==> src/rtl/riscv_pkg.sv <==
// Shared constants for the decode/execute pipeline.
//   XLEN / CTRL_W    : datapath and control-bundle widths
//   CTRL_*           : bit positions inside the packed control bundle
//                      (multi-bit fields give their LSB position)
//   REG_ZERO         : architectural x0 index
package riscv_pkg;

    localparam int XLEN   = 32;
    localparam int CTRL_W = 12;

    // Control bundle, MSB first:
    // reg_write, mem_read, mem_write, alu_src, result_src[1:0], branch, jump, alu_ctrl[3:0]
    localparam int CTRL_REG_WRITE  = 11;
    localparam int CTRL_MEM_READ   = 10;
    localparam int CTRL_MEM_WRITE  = 9;
    localparam int CTRL_ALU_SRC    = 8;
    localparam int CTRL_RESULT_SRC = 6;   // bits [7:6]
    localparam int CTRL_BRANCH     = 5;
    localparam int CTRL_JUMP       = 4;
    localparam int CTRL_ALU_CTRL   = 0;   // bits [3:0]

    localparam logic [4:0] REG_ZERO = 5'd0;

endpackage

==> src/rtl/operand_bypass.sv <==
// Source-operand selection for one register-file read port.
//   idx_i      : source register index (same index that drives the RF address)
//   rf_data_i  : register-file read data
//   wb_we_i    : writeback enable
//   wb_rd_i    : writeback destination index
//   wb_data_i  : writeback data
//   operand_o  : operand to capture into the EX stage
// The register file writes on the clock edge and reads combinationally, so a
// write landing on the same edge is not yet visible on rf_data_i; it is
// forwarded here. x0 is forced to zero because the RF does not guard it.
module operand_bypass
    import riscv_pkg::*;
#(
    parameter int W = riscv_pkg::XLEN
) (
    input  logic [4:0]   idx_i,
    input  logic [W-1:0] rf_data_i,
    input  logic         wb_we_i,
    input  logic [4:0]   wb_rd_i,
    input  logic [W-1:0] wb_data_i,
    output logic [W-1:0] operand_o
);

    always_comb begin
        operand_o = rf_data_i;
        if (idx_i == REG_ZERO) begin
            operand_o = '0;
        end else if (wb_we_i && (wb_rd_i == idx_i)) begin
            operand_o = wb_data_i;
        end
    end

endmodule

==> src/rtl/id_ex_stage.sv <==
// Decode-to-execute pipeline register with writeback bypass, load-use
// hazard detection, flush/hold and a saturating bubble counter.
// Inputs : clk, rst (async, active low), decode slot (if_id_valid_i, rd1_i,
//          rd2_i, rs1_i, rs2_i, rd_i, imm_i, pc_i, ctrl_i), writeback port
//          (wb_we_i, wb_rd_i, wb_data_i), flush_i, ex_hold_i
// Outputs: registered EX slot (ex_*_o), combinational stall_o,
//          bubble_cnt_o (load-use bubbles, saturating)
module id_ex_stage
    import riscv_pkg::*;
#(
    parameter int XLEN   = riscv_pkg::XLEN,
    parameter int CTRL_W = riscv_pkg::CTRL_W,
    parameter int CNT_W  = 16
) (
    input  logic              clk,
    input  logic              rst,
    input  logic              if_id_valid_i,
    input  logic [XLEN-1:0]   rd1_i,
    input  logic [XLEN-1:0]   rd2_i,
    input  logic [4:0]        rs1_i,
    input  logic [4:0]        rs2_i,
    input  logic [4:0]        rd_i,
    input  logic [XLEN-1:0]   imm_i,
    input  logic [XLEN-1:0]   pc_i,
    input  logic [CTRL_W-1:0] ctrl_i,
    input  logic              wb_we_i,
    input  logic [4:0]        wb_rd_i,
    input  logic [XLEN-1:0]   wb_data_i,
    input  logic              flush_i,
    input  logic              ex_hold_i,
    output logic              ex_valid_o,
    output logic [XLEN-1:0]   ex_rd1_o,
    output logic [XLEN-1:0]   ex_rd2_o,
    output logic [4:0]        ex_rs1_o,
    output logic [4:0]        ex_rs2_o,
    output logic [4:0]        ex_rd_o,
    output logic [XLEN-1:0]   ex_imm_o,
    output logic [XLEN-1:0]   ex_pc_o,
    output logic [CTRL_W-1:0] ex_ctrl_o,
    output logic              stall_o,
    output logic [CNT_W-1:0]  bubble_cnt_o
);

    logic              valid_q, valid_d;
    logic [XLEN-1:0]   rd1_q, rd1_d, rd2_q, rd2_d;
    logic [4:0]        rs1_q, rs1_d, rs2_q, rs2_d, rd_q, rd_d;
    logic [XLEN-1:0]   imm_q, imm_d, pc_q, pc_d;
    logic [CTRL_W-1:0] ctrl_q, ctrl_d;
    logic [CNT_W-1:0]  cnt_q, cnt_d;

    logic [1:0][4:0]      src_idx;
    logic [1:0][XLEN-1:0] src_rf;
    logic [1:0][XLEN-1:0] src_op;
    logic                 load_use;

    assign src_idx[0] = rs1_i;
    assign src_idx[1] = rs2_i;
    assign src_rf[0]  = rd1_i;
    assign src_rf[1]  = rd2_i;

    for (genvar gi = 0; gi < 2; gi++) begin : g_bypass
        operand_bypass #(.W(XLEN)) u_bypass (
            .idx_i     (src_idx[gi]),
            .rf_data_i (src_rf[gi]),
            .wb_we_i   (wb_we_i),
            .wb_rd_i   (wb_rd_i),
            .wb_data_i (wb_data_i),
            .operand_o (src_op[gi])
        );
    end

    // rs2 is compared even for formats that do not read it: a spurious
    // one-cycle stall is cheaper than decoding the format here.
    assign load_use = valid_q && ctrl_q[CTRL_MEM_READ] && (rd_q != REG_ZERO)
                   && if_id_valid_i && ((rd_q == rs1_i) || (rd_q == rs2_i));

    assign stall_o = load_use || ex_hold_i;

    always_comb begin
        valid_d = valid_q;
        rd1_d   = rd1_q;
        rd2_d   = rd2_q;
        rs1_d   = rs1_q;
        rs2_d   = rs2_q;
        rd_d    = rd_q;
        imm_d   = imm_q;
        pc_d    = pc_q;
        ctrl_d  = ctrl_q;
        cnt_d   = cnt_q;
        if (ex_hold_i && !flush_i) begin
            // While frozen, keep the held operands coherent with writebacks
            // that retire underneath them.
            if (wb_we_i && (wb_rd_i != REG_ZERO) && (wb_rd_i == rs1_q)) rd1_d = wb_data_i;
            if (wb_we_i && (wb_rd_i != REG_ZERO) && (wb_rd_i == rs2_q)) rd2_d = wb_data_i;
        end else if (flush_i || load_use || !if_id_valid_i) begin
            valid_d = 1'b0;
            rd1_d   = '0;
            rd2_d   = '0;
            rs1_d   = '0;
            rs2_d   = '0;
            rd_d    = '0;
            imm_d   = '0;
            pc_d    = '0;
            ctrl_d  = '0;
            if (!flush_i && load_use && (cnt_q != '1)) cnt_d = cnt_q + CNT_W'(1);
        end else begin
            valid_d = 1'b1;
            rd1_d   = src_op[0];
            rd2_d   = src_op[1];
            rs1_d   = rs1_i;
            rs2_d   = rs2_i;
            rd_d    = rd_i;
            imm_d   = imm_i;
            pc_d    = pc_i;
            ctrl_d  = ctrl_i;
        end
    end

    always_ff @(posedge clk or negedge rst) begin
        if (!rst) begin
            valid_q <= 1'b0;
            rd1_q   <= '0;
            rd2_q   <= '0;
            rs1_q   <= '0;
            rs2_q   <= '0;
            rd_q    <= '0;
            imm_q   <= '0;
            pc_q    <= '0;
            ctrl_q  <= '0;
            cnt_q   <= '0;
        end else begin
            valid_q <= valid_d;
            rd1_q   <= rd1_d;
            rd2_q   <= rd2_d;
            rs1_q   <= rs1_d;
            rs2_q   <= rs2_d;
            rd_q    <= rd_d;
            imm_q   <= imm_d;
            pc_q    <= pc_d;
            ctrl_q  <= ctrl_d;
            cnt_q   <= cnt_d;
        end
    end

    assign ex_valid_o   = valid_q;
    assign ex_rd1_o     = rd1_q;
    assign ex_rd2_o     = rd2_q;
    assign ex_rs1_o     = rs1_q;
    assign ex_rs2_o     = rs2_q;
    assign ex_rd_o      = rd_q;
    assign ex_imm_o     = imm_q;
    assign ex_pc_o      = pc_q;
    assign ex_ctrl_o    = ctrl_q;
    assign bubble_cnt_o = cnt_q;

endmodule

==> config.mk <==
export PLATFORM = sky130hd
export DESIGN_NAME = id_ex_stage
export DESIGN_NICKNAME = d
export VERILOG_FILES = /design/src/rtl/riscv_pkg.sv /design/src/rtl/operand_bypass.sv /design/src/rtl/id_ex_stage.sv
export SDC_FILE = /design/constraint.sdc
export NUM_CORES = 1
export LEC_CHECK = 0
export BUFFER_PORTS_ARGS = -buffer_cell sky130_fd_sc_hd__buf_4
export CAP_MARGIN = 20
export CORE_AREA = 2 2 142 144
export CTS_CLUSTER_SIZE = 24
export DETAILED_ROUTE_END_ITERATION = 8
export DIE_AREA = 0 0 144 146
export GPL_ROUTABILITY_DRIVEN = 0
export PLACE_DENSITY = 0.75
export SYNTH_ARGS = -nofsm -noshare
export SYNTH_HDL_FRONTEND = slang
export SYNTH_SLANG_ARGS = --single-unit
==> constraint.sdc <==
create_clock -name clk -period 2.32 [get_ports clk]
set_input_delay 0.232 -clock clk [delete_from_list [all_inputs] [get_ports clk]]
set_output_delay 0.232 -clock clk [all_outputs]
set_load 0.05 [all_outputs]
-- After elaboration in Yosys (flattened, before gate mapping)
Cells that the tools add are included.
W data, S select, Z words.
- register bits: 172
- bits in latches: 0
- RAM bits: 0
- bits in read-only memories: 0
- output and inout bits: 173
- memories kept: 0
- add/subtract/negate cells: 1
- multipliers: 0
- divide/modulo/power cells: 0
- $lt $le $gt $ge: 0
- eq/ne operators: 9
- shift operators: 0
- multiplexer cells: 17
- bitwise operators: 1
- reduce and logical (&&, ||, !) cells: 23
- operators by type and width (kind ; count):
    $mux W32 ; 12
    $eq A5 B5 Y1 ; 6
    $add A16 B1 Y16 const B ; 1
    $ne A16 B16 Y1 const B ; 1
    $mux W5 ; 3
    $logic_and A1 B1 Y1 ; 12
    $mux W12 ; 1
    $logic_not A5 Y1 ; 2
    $reduce_bool A5 Y1 ; 2
    $logic_or A1 B1 Y1 ; 4
    $ne A2 B1 Y1 const B ; 2
    $reduce_and A3 Y1 ; 1
    $logic_not A1 Y1 ; 2
    $mux W1 ; 1
    $not A1 Y1 ; 1

-- Longest topological paths before layout
Gate-level depths: netlist of run 1.
- depth in word-level cells: 8
- mapped depth: 8
- gate-level depth less buffers: 6

-- By module
From an unflattened synthesis of run 1, not the netlist that was laid out.
- cell total of the unflattened synthesis: 855
- area, all modules: 8763.4 sq um
- by module, submodules not included (module ; times used ; cells an instance ; area each (sq um) ; seq. area each (sq um)):
    id_ex_stage ; 1 ; 609 ; 7472.2 ; 4304.1
    operand_bypass ; 2 ; 123 ; 645.6 ; 0.0

-- Worst setup path before layout of run 1
Ideal clock, no wire load.
- path kind: register to register
- start point: register cnt_q[7] (netlist: bubble_cnt_o[7])
- end point: register cnt_q[1] (netlist: bubble_cnt_o[1])
- setup time: 128 ps
- arrival time: 1943 ps
- path slack: 250 ps
- stages on the path, launching flop included: 7
- path through: dfrtp_1 and4_1 nand3_2 nor4_2 buf_4 nor3_1 mux2_1
- cells in the longest elaborated chain, start to end: 3
- ends and longest elaborated chain (item ; RTL line ; text):
    start, declared ; id_ex_stage.sv:49 ; logic [CNT_W-1:0] cnt_q, cnt_d;
    start signal, assigned ; id_ex_stage.sv:141 ; cnt_q <= cnt_d;
    $ne A16 B16 Y1 ; id_ex_stage.sv:105 ; if (!flush_i && load_use && (cnt_q != '1)) cnt_d = cnt_q + CNT_W'(1);
    $logic_and A1 B1 Y1 ; id_ex_stage.sv:105 ;
    $reduce_and A3 Y1 (no source line) ; - ;
No other way between the ends.
A chain may end at the register's enable or synchronous reset.

-- Worst setup path after layout of run 1
- start point: register rd_q[0] (netlist: ex_rd_o[0])
- end point: output port stall_o
- cells in the longest elaborated chain, start to end: 5
- ends and longest elaborated chain (item ; RTL line ; text):
    start, declared ; id_ex_stage.sv:46 ; logic [4:0] rs1_q, rs1_d, rs2_q, rs2_d, rd_q, rd_d;
    start signal, assigned ; id_ex_stage.sv:137 ; rd_q <= rd_d;
    $reduce_bool A5 Y1 ; id_ex_stage.sv:74 ; assign load_use = valid_q && ctrl_q[CTRL_MEM_READ] && (rd_q != REG_ZERO)
    $logic_and A1 B1 Y1 ; id_ex_stage.sv:74 ;
    $logic_and A1 B1 Y1 ; id_ex_stage.sv:75 ; && if_id_valid_i && ((rd_q == rs1_i) || (rd_q == rs2_i));
    $logic_and A1 B1 Y1 * ; id_ex_stage.sv:75 ;
    $logic_or A1 B1 Y1 * ; id_ex_stage.sv:77 ; assign stall_o = load_use || ex_hold_i;
    end, declared ; id_ex_stage.sv:40 ; output logic stall_o,
Mark *: on every way between the ends. The rest lies on a longest branch, timed or not.

==> results of run 1 <==
[final cells by class]
class                   count  share of cell area, %
flip-flops and latches    172                   36.2
multi-input cells         401                   28.8
repair buffers            407                   27.2
clock buffers              18                   3.69
well taps                 265                   2.78
clock inverters            14                   1.28
diodes                      2                 0.0420
[flip-flops by register name, summed over array words and instances (netlist names)]
register      cells
bubble_cnt_o     16
ex_rs2_o          5
ex_rd1_o         32
ex_ctrl_o        12
ex_rd2_o         32
ex_rd_o           5
ex_imm_o         32
ex_pc_o          32
ex_valid_o        1
ex_rs1_o          5
[cell usage in the layout, fill, tap and decap left out, types with 2 or more instances in the layout]
cell,instances
sky130_fd_sc_hd__buf_12,12
sky130_fd_sc_hd__or3_1,2
sky130_fd_sc_hd__xor2_1,25
sky130_fd_sc_hd__clkinv_4,2
sky130_fd_sc_hd__dfrtp_1,167
sky130_fd_sc_hd__inv_8,4
sky130_fd_sc_hd__xnor2_1,19
sky130_fd_sc_hd__dlygate4sd3_1,12
sky130_fd_sc_hd__clkinvlp_4,2
sky130_fd_sc_hd__nand4_1,3
sky130_fd_sc_hd__dfrtp_2,5
sky130_fd_sc_hd__nor4_1,7
sky130_fd_sc_hd__nand2_1,9
sky130_fd_sc_hd__inv_6,3
sky130_fd_sc_hd__nand3_1,11
sky130_fd_sc_hd__o21ai_2,2
sky130_fd_sc_hd__mux2i_1,128
sky130_fd_sc_hd__nor4_4,2
sky130_fd_sc_hd__a22o_1,91
sky130_fd_sc_hd__or4_1,2
sky130_fd_sc_hd__buf_6,2
sky130_fd_sc_hd__nor4_2,6
sky130_fd_sc_hd__o22ai_1,64
sky130_fd_sc_hd__clkbuf_16,17
sky130_fd_sc_hd__nor3_1,4
sky130_fd_sc_hd__nor2_1,4
sky130_fd_sc_hd__clkinv_8,3
sky130_fd_sc_hd__diode_2,2
sky130_fd_sc_hd__buf_4,381
sky130_fd_sc_hd__and3_2,2
[power breakdown]
group / switching [W] / total, W / leakage [nW] / internal [W]
sequential: 0.0000742 / 0.00318 / 2.34 / 0.00310
clock: 0.00140 / 0.00287 / 0.284 / 0.00147
combinational: 0.000817 / 0.00139 / 3.01 / 0.000568
[routing by layer]
layer	wire [um]	share of wire, %	vias to the layer above	track usage (%)
met3	2280	8.4	39	7.63
met1	10200	38	3396	29.9
met4	596	2.2	0	8.87
met2	13900	52	303	43.3
li1	-	-	3124	-
met5	0	0	-	0
[what timing repair did]
item | CTS | global route
hold buffers | 10 | 2
pin swaps | 0 | 1
setup endpoints to repair | 1 | 1
setup buffers | 0 | 1
gates resized for setup | 2 | 7
hold endpoints to repair | 64 | 2
[cells by family (layout without fill, tap and decap cells)]
logic type / after synthesis / after routing
adder cells (fa/ha/maj): 1 / 1
other: 0 / 2
XOR/XNOR: 44 / 44
AND/OR/NAND/NOR: 64 / 64
buffers and inverters: 54 / 439
flip-flops: 172 / 172
AO/OA/AOI/OAI: 162 / 162
multiplexers: 130 / 130
[per-stage QoR]
| stage | instance area, um2 | total power [W] | setup slack, ns | TNS (ns) | util, % |
|---|---|---|---|---|---|
| after floorplan | 8190 | 0.00396 | 0.250 | 0 | - |
| after global placement | 11200 | 0.00459 | 0.374 | 0 | 57.8 |
| after detailed placement | 11200 | 0.00460 | 0.325 | 0 | 57.8 |
| after CTS | 11900 | 0.00749 | 0.0208 | 0 | 61.4 |
| after global routing | 11900 | 0.00771 | -0.00581 | -0.00581 | 61.6 |
| final | 11900 | 0.00743 | 0.122 | 0 | 61.6 |
[path summary, 6_finish.rpt]
kind                                             to               startpoint  slack (ns)  cells past startpoint
setup reg to reg            ex_imm_o[1]$_DFFE_PN0N_   ex_rd_o[0]$_DFFE_PN0N_        0.27                      7
max in group asynchronous    ex_pc_o[0]$_DFFE_PN0N_                      rst        1.28                      3
hold / removal             ex_imm_o[28]$_DFFE_PN0N_                imm_i[28]        0.02                      2
hold reg to reg             ex_pc_o[27]$_DFFE_PN0N_  ex_pc_o[27]$_DFFE_PN0N_        0.50                      1
setup / recovery                            stall_o   ex_rd_o[0]$_DFFE_PN0N_        0.12                      7
min in group asynchronous  ex_rd2_o[10]$_DFFE_PN0P_                      rst        0.37                      2
==> flow_results.xml, run 1 <==
<?xml version="1.0" encoding="UTF-8"?>
<metrics>
  <group name="grt">
    <metric name="globalRoute.totalOverflow" unit="">0</metric>
    <metric name="globalRouteTotalUtil" unit="%">25.2</metric>
    <metric name="antenna_violations_before_repair" unit="">2</metric>
    <metric name="grt_pass1_vias" unit="">7126</metric>
    <metric name="grt_first_pass_wirelength" unit="um">40500</metric>
    <metric name="grt_start_max_net_pins" unit="">85</metric>
  </group>
  <group name="logic_synthesis">
    <metric name="yosys-top-cells-area" unit="">sky130_fd_sc_hd__dfrtp_1, sky130_fd_sc_hd__mux2i_1, sky130_fd_sc_hd__a22o_1</metric>
    <metric name="yosys_warnings" unit="">0</metric>
    <metric name="synth-compound-area-share" unit="%">15.3</metric>
    <metric name="postSynthNetCount" unit="">826</metric>
    <metric name="async_flop_share" unit="%">100</metric>
    <metric name="cell_count_after_synthesis" unit="">627</metric>
    <metric name="yosys.area_share.simple" unit="%">5.32</metric>
    <metric name="synth_edf_count" unit="">0</metric>
    <metric name="synth_top_family_by_area" unit="">multiplexers</metric>
    <metric name="synth_mux_area_share" unit="%">15.9</metric>
    <metric name="netlist.top_cell.by_area" unit="">sky130_fd_sc_hd__dfrtp_1</metric>
    <metric name="netlist.area_leader.share" unit="%">52.6</metric>
    <metric name="yosys.cell_types.count" unit="">42</metric>
    <metric name="syn-cell-area" unit="mm2">0.00819</metric>
    <metric name="most_common_cell_in_the_netlist" unit="">sky130_fd_sc_hd__dfrtp_1</metric>
    <metric name="proportion_of_synthesized_chip_area_in_sequential_cells" unit="%">52.6</metric>
    <metric name="dominantRegCellSynth" unit="">sky130_fd_sc_hd__dfrtp_1</metric>
    <metric name="synthXorXnorAreaFrac" unit="%">4.71</metric>
    <metric name="synth.avg_cell_area" unit="um2">13.1</metric>
    <metric name="post_synth_fa_ha_maj_area_fraction" unit="%">0.153</metric>
    <metric name="postSynthRegisterBits" unit="">172</metric>
    <metric name="synth_common_cells" unit="">sky130_fd_sc_hd__dfrtp_1, sky130_fd_sc_hd__mux2i_1, sky130_fd_sc_hd__a22o_1</metric>
  </group>
  <group name="detailed_routing">
    <metric name="detailedRoute.firstPassIterationCount" unit="">4</metric>
    <metric name="via_count" unit="">6862</metric>
    <metric name="post_drt_via_cell_ratio" unit="">5.37</metric>
    <metric name="wl_per_cell" unit="um">21.1</metric>
    <metric name="drcViolationCount" unit="">0</metric>
    <metric name="detail-route-antenna-nets" unit="">0</metric>
    <metric name="route.final.wire_length" unit="um">27000</metric>
    <metric name="drtIter0Drc" unit="">324</metric>
  </group>
  <group name="floorplanning">
    <metric name="core_area" unit="mm2">0.0193</metric>
    <metric name="top_level_ports" unit="">371</metric>
    <metric name="die-width" unit="um">144</metric>
    <metric name="die_ht" unit="um">146</metric>
    <metric name="initial_utilization" unit="%">42.3</metric>
    <metric name="placement_rows" unit="">51</metric>
    <metric name="fp.dieArea" unit="mm2">0.0210</metric>
  </group>
  <group name="sta">
    <metric name="finalHoldWorstSlack" unit="ns">0.0204</metric>
    <metric name="timing_max_transition_violations_final" unit="">0</metric>
    <metric name="max_slew.worst_pin.slew" unit="ns">0.644</metric>
    <metric name="share_of_the_cycle_needed_by_the_critical_path_after_routing" unit="%">94.7</metric>
    <metric name="layout_min_cycle_time" unit="ns">2.20</metric>
    <metric name="setup_viol" unit="">0</metric>
    <metric name="relSlewSlack" unit="%">57.1</metric>
    <metric name="highest_attainable_clock_frequency" unit="GHz">0.455</metric>
    <metric name="timing.clock.skew" unit="ns">0.0111</metric>
    <metric name="timing.final.hold_violations" unit="">0</metric>
  </group>
  <group name="finish">
    <metric name="num-nets-final" unit="">1198</metric>
    <metric name="areaGrowthSynthToFinish" unit="%">45.6</metric>
    <metric name="layout.filler_cells" unit="">1614</metric>
    <metric name="final-instance-count-excl-fill" unit="">1279</metric>
    <metric name="multiInputGateArea" unit="mm2">0.00344</metric>
    <metric name="ff_latch_area" unit="mm2">0.00431</metric>
    <metric name="drive_gt1_share" unit="%">45.0</metric>
  </group>
  <group name="status">
    <metric name="run_status" unit="">completed</metric>
  </group>
  <group name="setup_path">
    <metric name="critPathSlowestCell" unit="">sky130_fd_sc_hd__dfrtp_2</metric>
    <metric name="setup.worst_path.start_class" unit="">flip-flop</metric>
    <metric name="cpPeakStageDelay" unit="ns">0.45</metric>
    <metric name="worstPathMaxFanout" unit="">9</metric>
    <metric name="critPathTopFamily" unit="">flip-flops</metric>
    <metric name="worstSetupEndpointType" unit="">output pin</metric>
    <metric name="ws_path_type" unit="">reg2out</metric>
    <metric name="cp_cell_sequence" unit="">xnor2_1, nand3_1, o22ai_4, nand2_4, buf_4, nand2b_1, buf_6</metric>
    <metric name="cp_data_arrival_time" unit="ns">1.97</metric>
    <metric name="cp_num_buf_inv" unit="">2</metric>
    <metric name="worst_ep_required_time" unit="ns">2.09</metric>
  </group>
  <group name="clock_tree">
    <metric name="cts-buffers-inserted" unit="">17</metric>
    <metric name="maximum_level_of_the_cts_h_tree" unit="">4</metric>
    <metric name="clock_insertion_delay_worst_skew" unit="ns">0.43</metric>
    <metric name="cts.root.buffer_cell" unit="">sky130_fd_sc_hd__clkbuf_16</metric>
    <metric name="clkTransAtPathRegs" unit="ns">0.08</metric>
    <metric name="cts_buffer_depth" unit="">2</metric>
    <metric name="tritoncts" unit="">built</metric>
    <metric name="clkSinkCount" unit="">172</metric>
  </group>
  <group name="flow_run">
    <metric name="maxCapViolCount" unit="">0</metric>
  </group>
  <group name="power_and_ir_drop">
    <metric name="power_leakage" unit="nW">5.63</metric>
    <metric name="power_density" unit="mW/mm2">624</metric>
    <metric name="vdd_ir_drop_max" unit="uV">498</metric>
  </group>
  <group name="place">
    <metric name="port_buffers" unit="">370</metric>
    <metric name="place_hpwl" unit="um">19300</metric>
    <metric name="numPlacedInstances" unit="">1232</metric>
  </group>
  <group name="hold_path">
    <metric name="worstHoldPathType" unit="">in2reg</metric>
  </group>
</metrics>
Note: power is estimated with default switching activity, not from simulation.
==> inputs of run 2 (changes only) <==
- CORE_AREA: 2 2 142 144 -> 2 2 143 145
- CTS_BUF_LIST: not set -> sky130_fd_sc_hd__clkbuf_8
- DIE_AREA: 0 0 144 146 -> 0 0 145 147
- PLACE_DENSITY: 0.75 -> 0.77
- SYNTH_HIERARCHICAL: not set -> 1
- clock period: 2.32 -> 2.7 ns (I/O delays scaled with it)
==> run 2 against run 1 <==
Effect of this change:
- power is 16% lower
- critical path type unchanged
- design area rose by 5.6%
- non-clock buffer count rose by 23
- critical endpoint unchanged
- cell count up 17%
- first-iteration DRC count up 78%
- register-to-register slack improved by 0.34 ns
- wire length up 18%
- global-route usage increased by 4.1 points
==> flow_results.xml, run 2 <==
<?xml version="1.0" encoding="UTF-8"?>
<metrics>
  <group name="clock_tree">
    <metric name="cts_hold_buffers" unit="">37</metric>
    <metric name="cts.root.buffer_cell" unit="">sky130_fd_sc_hd__clkbuf_8</metric>
    <metric name="maximum_level_of_the_cts_h_tree" unit="">4</metric>
    <metric name="clkSinkCount" unit="">172</metric>
    <metric name="clkTransAtPathRegs" unit="ns">0.11</metric>
    <metric name="tritoncts" unit="">built</metric>
    <metric name="cts.repair.resized" unit="">0</metric>
    <metric name="cts-buffers-inserted" unit="">17</metric>
    <metric name="clock_insertion_delay_worst_skew" unit="ns">0.46</metric>
    <metric name="cts_buffer_depth" unit="">2</metric>
    <metric name="postCtsSetupRepairBufs" unit="">0</metric>
  </group>
  <group name="hold_path">
    <metric name="worstHoldPathType" unit="">in2reg</metric>
    <metric name="worstHoldEndpoint" unit="">ex_imm_o[2]$_DFFE_PN0N_</metric>
    <metric name="min-delay-start" unit="">imm_i[2]</metric>
    <metric name="holdPathStages" unit="">2</metric>
  </group>
  <group name="logic_synthesis">
    <metric name="synth.avg_cell_area" unit="um2">10.2</metric>
    <metric name="yosys_warnings" unit="">6</metric>
    <metric name="dominantRegCellSynth" unit="">sky130_fd_sc_hd__dfrtp_1</metric>
    <metric name="netlist.top_cell.by_area" unit="">sky130_fd_sc_hd__dfrtp_1</metric>
    <metric name="cell_count_after_synthesis" unit="">855</metric>
    <metric name="yosys.cell_types.count" unit="">42</metric>
    <metric name="postSynthRegisterBits" unit="">172</metric>
    <metric name="synth_edf_count" unit="">0</metric>
    <metric name="netlist.area_leader.share" unit="%">49.1</metric>
    <metric name="synth_common_cells" unit="">sky130_fd_sc_hd__dfrtp_1, sky130_fd_sc_hd__a22o_1, sky130_fd_sc_hd__nand2_1</metric>
    <metric name="most_common_cell_in_the_netlist" unit="">sky130_fd_sc_hd__dfrtp_1</metric>
    <metric name="syn-cell-area" unit="mm2">0.00876</metric>
    <metric name="yosys-top-cells-area" unit="">sky130_fd_sc_hd__dfrtp_1, sky130_fd_sc_hd__a22o_1, sky130_fd_sc_hd__a32o_1</metric>
    <metric name="async_flop_share" unit="%">100</metric>
    <metric name="proportion_of_synthesized_chip_area_in_sequential_cells" unit="%">49.1</metric>
    <metric name="postSynthNetCount" unit="">1054</metric>
  </group>
  <group name="finish">
    <metric name="multiInputGateArea" unit="mm2">0.00407</metric>
    <metric name="areaGrowthSynthToFinish" unit="%">43.5</metric>
    <metric name="ff_latch_area" unit="mm2">0.00430</metric>
    <metric name="mostFrequentLayoutCells" unit="">sky130_fd_sc_hd__buf_4, sky130_fd_sc_hd__dfrtp_1, sky130_fd_sc_hd__a22o_1</metric>
    <metric name="drive_gt1_share" unit="%">35.9</metric>
    <metric name="layout_commonest_cell" unit="">sky130_fd_sc_hd__buf_4</metric>
    <metric name="num-nets-final" unit="">1416</metric>
    <metric name="layout.filler_cells" unit="">1591</metric>
    <metric name="antenna_cells_inserted" unit="">0</metric>
  </group>
  <group name="detailed_routing">
    <metric name="wirelength_met1" unit="um">11900</metric>
    <metric name="met3WireLength" unit="um">2970</metric>
    <metric name="detail-route-antenna-nets" unit="">0</metric>
    <metric name="route.final.wire_length" unit="um">31800</metric>
    <metric name="top_layer" unit="">met4</metric>
    <metric name="drtIter0Drc" unit="">577</metric>
    <metric name="drcViolationCount" unit="">0</metric>
    <metric name="detailedRoute.firstPassIterationCount" unit="">5</metric>
    <metric name="post_drt_via_cell_ratio" unit="">5.83</metric>
    <metric name="wl_per_cell" unit="um">21.2</metric>
    <metric name="via_count" unit="">8750</metric>
    <metric name="route.met2.wl" unit="um">15600</metric>
  </group>
  <group name="sta">
    <metric name="finalWorstSetupSlack" unit="ns">0.204</metric>
    <metric name="layout_min_cycle_time" unit="ns">2.50</metric>
    <metric name="rsz0062_at_grt" unit="">no</metric>
    <metric name="highest_attainable_clock_frequency" unit="GHz">0.401</metric>
    <metric name="timing_max_transition_violations_final" unit="">0</metric>
    <metric name="timing.clock.skew" unit="ns">0.0192</metric>
    <metric name="max_slew.worst_pin.slew" unit="ns">0.758</metric>
    <metric name="timing.final.hold_violations" unit="">0</metric>
    <metric name="setup_viol" unit="">0</metric>
    <metric name="relSlewSlack" unit="%">49.4</metric>
    <metric name="final.setup.tns" unit="ns">0</metric>
    <metric name="share_of_the_cycle_needed_by_the_critical_path_after_routing" unit="%">92.4</metric>
  </group>
  <group name="floorplanning">
    <metric name="placement_rows" unit="">52</metric>
    <metric name="core_area" unit="mm2">0.0198</metric>
    <metric name="top_level_ports" unit="">371</metric>
    <metric name="die-width" unit="um">145</metric>
    <metric name="initial_utilization" unit="%">44.2</metric>
    <metric name="die_ht" unit="um">147</metric>
    <metric name="fp.dieArea" unit="mm2">0.0213</metric>
  </group>
  <group name="status">
    <metric name="run_status" unit="">completed</metric>
  </group>
  <group name="setup_path">
    <metric name="ws_path_type" unit="">reg2out</metric>
    <metric name="reg2reg_depth" unit="">5</metric>
    <metric name="rr_startpoint" unit="">ex_rd_o[1]$_DFFE_PN0N_</metric>
    <metric name="regToRegSetupSlack" unit="ns">0.61</metric>
    <metric name="worstPathMaxFanout" unit="">16</metric>
    <metric name="cp_data_arrival_time" unit="ns">2.23</metric>
    <metric name="regToRegEndpoint" unit="">ex_pc_o[25]$_DFFE_PN0N_</metric>
    <metric name="worst_ep_required_time" unit="ns">2.43</metric>
    <metric name="worstSetupEndpointType" unit="">output pin</metric>
    <metric name="setup.worst_path.start_class" unit="">flip-flop</metric>
  </group>
  <group name="power_and_ir_drop">
    <metric name="vdd_ir_drop_max" unit="uV">294</metric>
    <metric name="power_leakage" unit="nW">6.05</metric>
    <metric name="power_density" unit="mW/mm2">494</metric>
  </group>
  <group name="grt">
    <metric name="globalRoute.totalOverflow" unit="">0</metric>
    <metric name="globalRouteTotalUtil" unit="%">29.4</metric>
    <metric name="grt_first_pass_wirelength" unit="um">49700</metric>
    <metric name="grt_start_max_net_pins" unit="">113</metric>
    <metric name="grt_pass1_vias" unit="">8843</metric>
    <metric name="antenna_violations_before_repair" unit="">0</metric>
  </group>
  <group name="flow_run">
    <metric name="maxCapViolCount" unit="">0</metric>
  </group>
  <group name="place">
    <metric name="pre_cts_slack" unit="ns">0.534</metric>
    <metric name="port_buffers" unit="">370</metric>
    <metric name="place_hpwl" unit="um">21200</metric>
  </group>
</metrics>
run 2: cell count changes in the layout (fill, tap and decap cells not counted), moves of 18 or more:
cell / before / now
sky130_fd_sc_hd__a32o_1: 0 / 45
sky130_fd_sc_hd__clkbuf_8: 1 / 19
sky130_fd_sc_hd__dlygate4sd3_1: 12 / 37
sky130_fd_sc_hd__mux2i_1: 128 / 0
sky130_fd_sc_hd__nand2_1: 9 / 69
sky130_fd_sc_hd__nand2b_1: 1 / 36
sky130_fd_sc_hd__nand4_1: 3 / 68
sky130_fd_sc_hd__nor3_1: 4 / 28
sky130_fd_sc_hd__o21ai_0: 0 / 62
sky130_fd_sc_hd__o21ai_1: 0 / 20
sky130_fd_sc_hd__o22ai_1: 64 / 0
sky130_fd_sc_hd__o2bb2ai_1: 0 / 18
sky130_fd_sc_hd__or3_1: 2 / 49
run 2: per-layer routing:
layer,GRT usage [%],vias to the layer above
li1,-,3931
met1,35.8,4248
met2,48.9,496
met3,8.51,75
met4,12.9,0
met5,0,-
run 2: worst max-delay path by stage:
stage / to / cells past startpoint / from / slack (ns)
3_3_place_gp: ex_rd1_o[4]$_DFFE_PN0P_ / 7 / wb_rd_i[1] / 0.58
4_1_cts: stall_o / 6 / ex_rd_o[0]$_DFFE_PN0N_ / 0.17
3_5_place_dp: ex_rd1_o[8]$_DFFE_PN0P_ / 7 / wb_rd_i[1] / 0.53
5_1_grt: stall_o / 6 / ex_rd_o[0]$_DFFE_PN0N_ / 0.09
2_1_floorplan: stall_o / 5 / ex_rd_o[0]$_DFFE_PN0N_ / 0.18
6_report: stall_o / 6 / ex_rd_o[0]$_DFFE_PN0N_ / 0.20
run 2: per-stage QoR:
stage | std cells | hold WS (ns) | utilization [%] | instance area, um2 | total power [W]
after CTS | 1500 | 0.0000874 | 63.4 | 12600 | 0.00624
after floorplan | 855 | -0.0256 | - | 8770 | 0.00364
after detailed placement | 1431 | 0.363 | 59.5 | 11800 | 0.00432
after global placement | 1431 | 0.355 | 59.5 | 11800 | 0.00431
final | 1500 | 0.0269 | 63.4 | 12600 | 0.00621
after global routing | 1500 | 0.00355 | 63.4 | 12600 | 0.00646
run 2: kinds of logic (layout without fill, tap and decap cells):
kind of cell	Yosys count	in the layout	synth area share, %
AOI/OAI and AO/OA	245	245	21.7
xor gates and xnor gates	45	45	4.50
adders and majority gates	1	1	0.143
buffers and inverters	90	465	4.87
DFF	172	172	49.1
muxes	1	1	0.128
and+or+nand+nor	301	301	19.5
run 2: power by group:
part           switching [W]  internal (W)  leakage, nW
logic               0.000953      0.000587         3.54
registers          0.0000899       0.00270         2.30
clock network        0.00106      0.000824        0.210
run 2: cell type report:
type / instances / share of cell area (%)
sequential: 172 / 34.2
multi-input combinational: 593 / 32.4
timing repair buffer: 430 / 27.4
tap: 270 / 2.69
clock buffer: 19 / 2.08
clock inverter: 13 / 1.15
inverter: 3 / 0.0895
run 2: worst max-delay path: stages, from the launching register on:
cell and delay [ns]:
sky130_fd_sc_hd__dfrtp_1 0.49, sky130_fd_sc_hd__xor2_1 0.20, sky130_fd_sc_hd__nor3_1 0.22, sky130_fd_sc_hd__a22oi_2 0.13
sky130_fd_sc_hd__buf_4 0.22, sky130_fd_sc_hd__o31ai_2 0.28, sky130_fd_sc_hd__buf_4 0.24
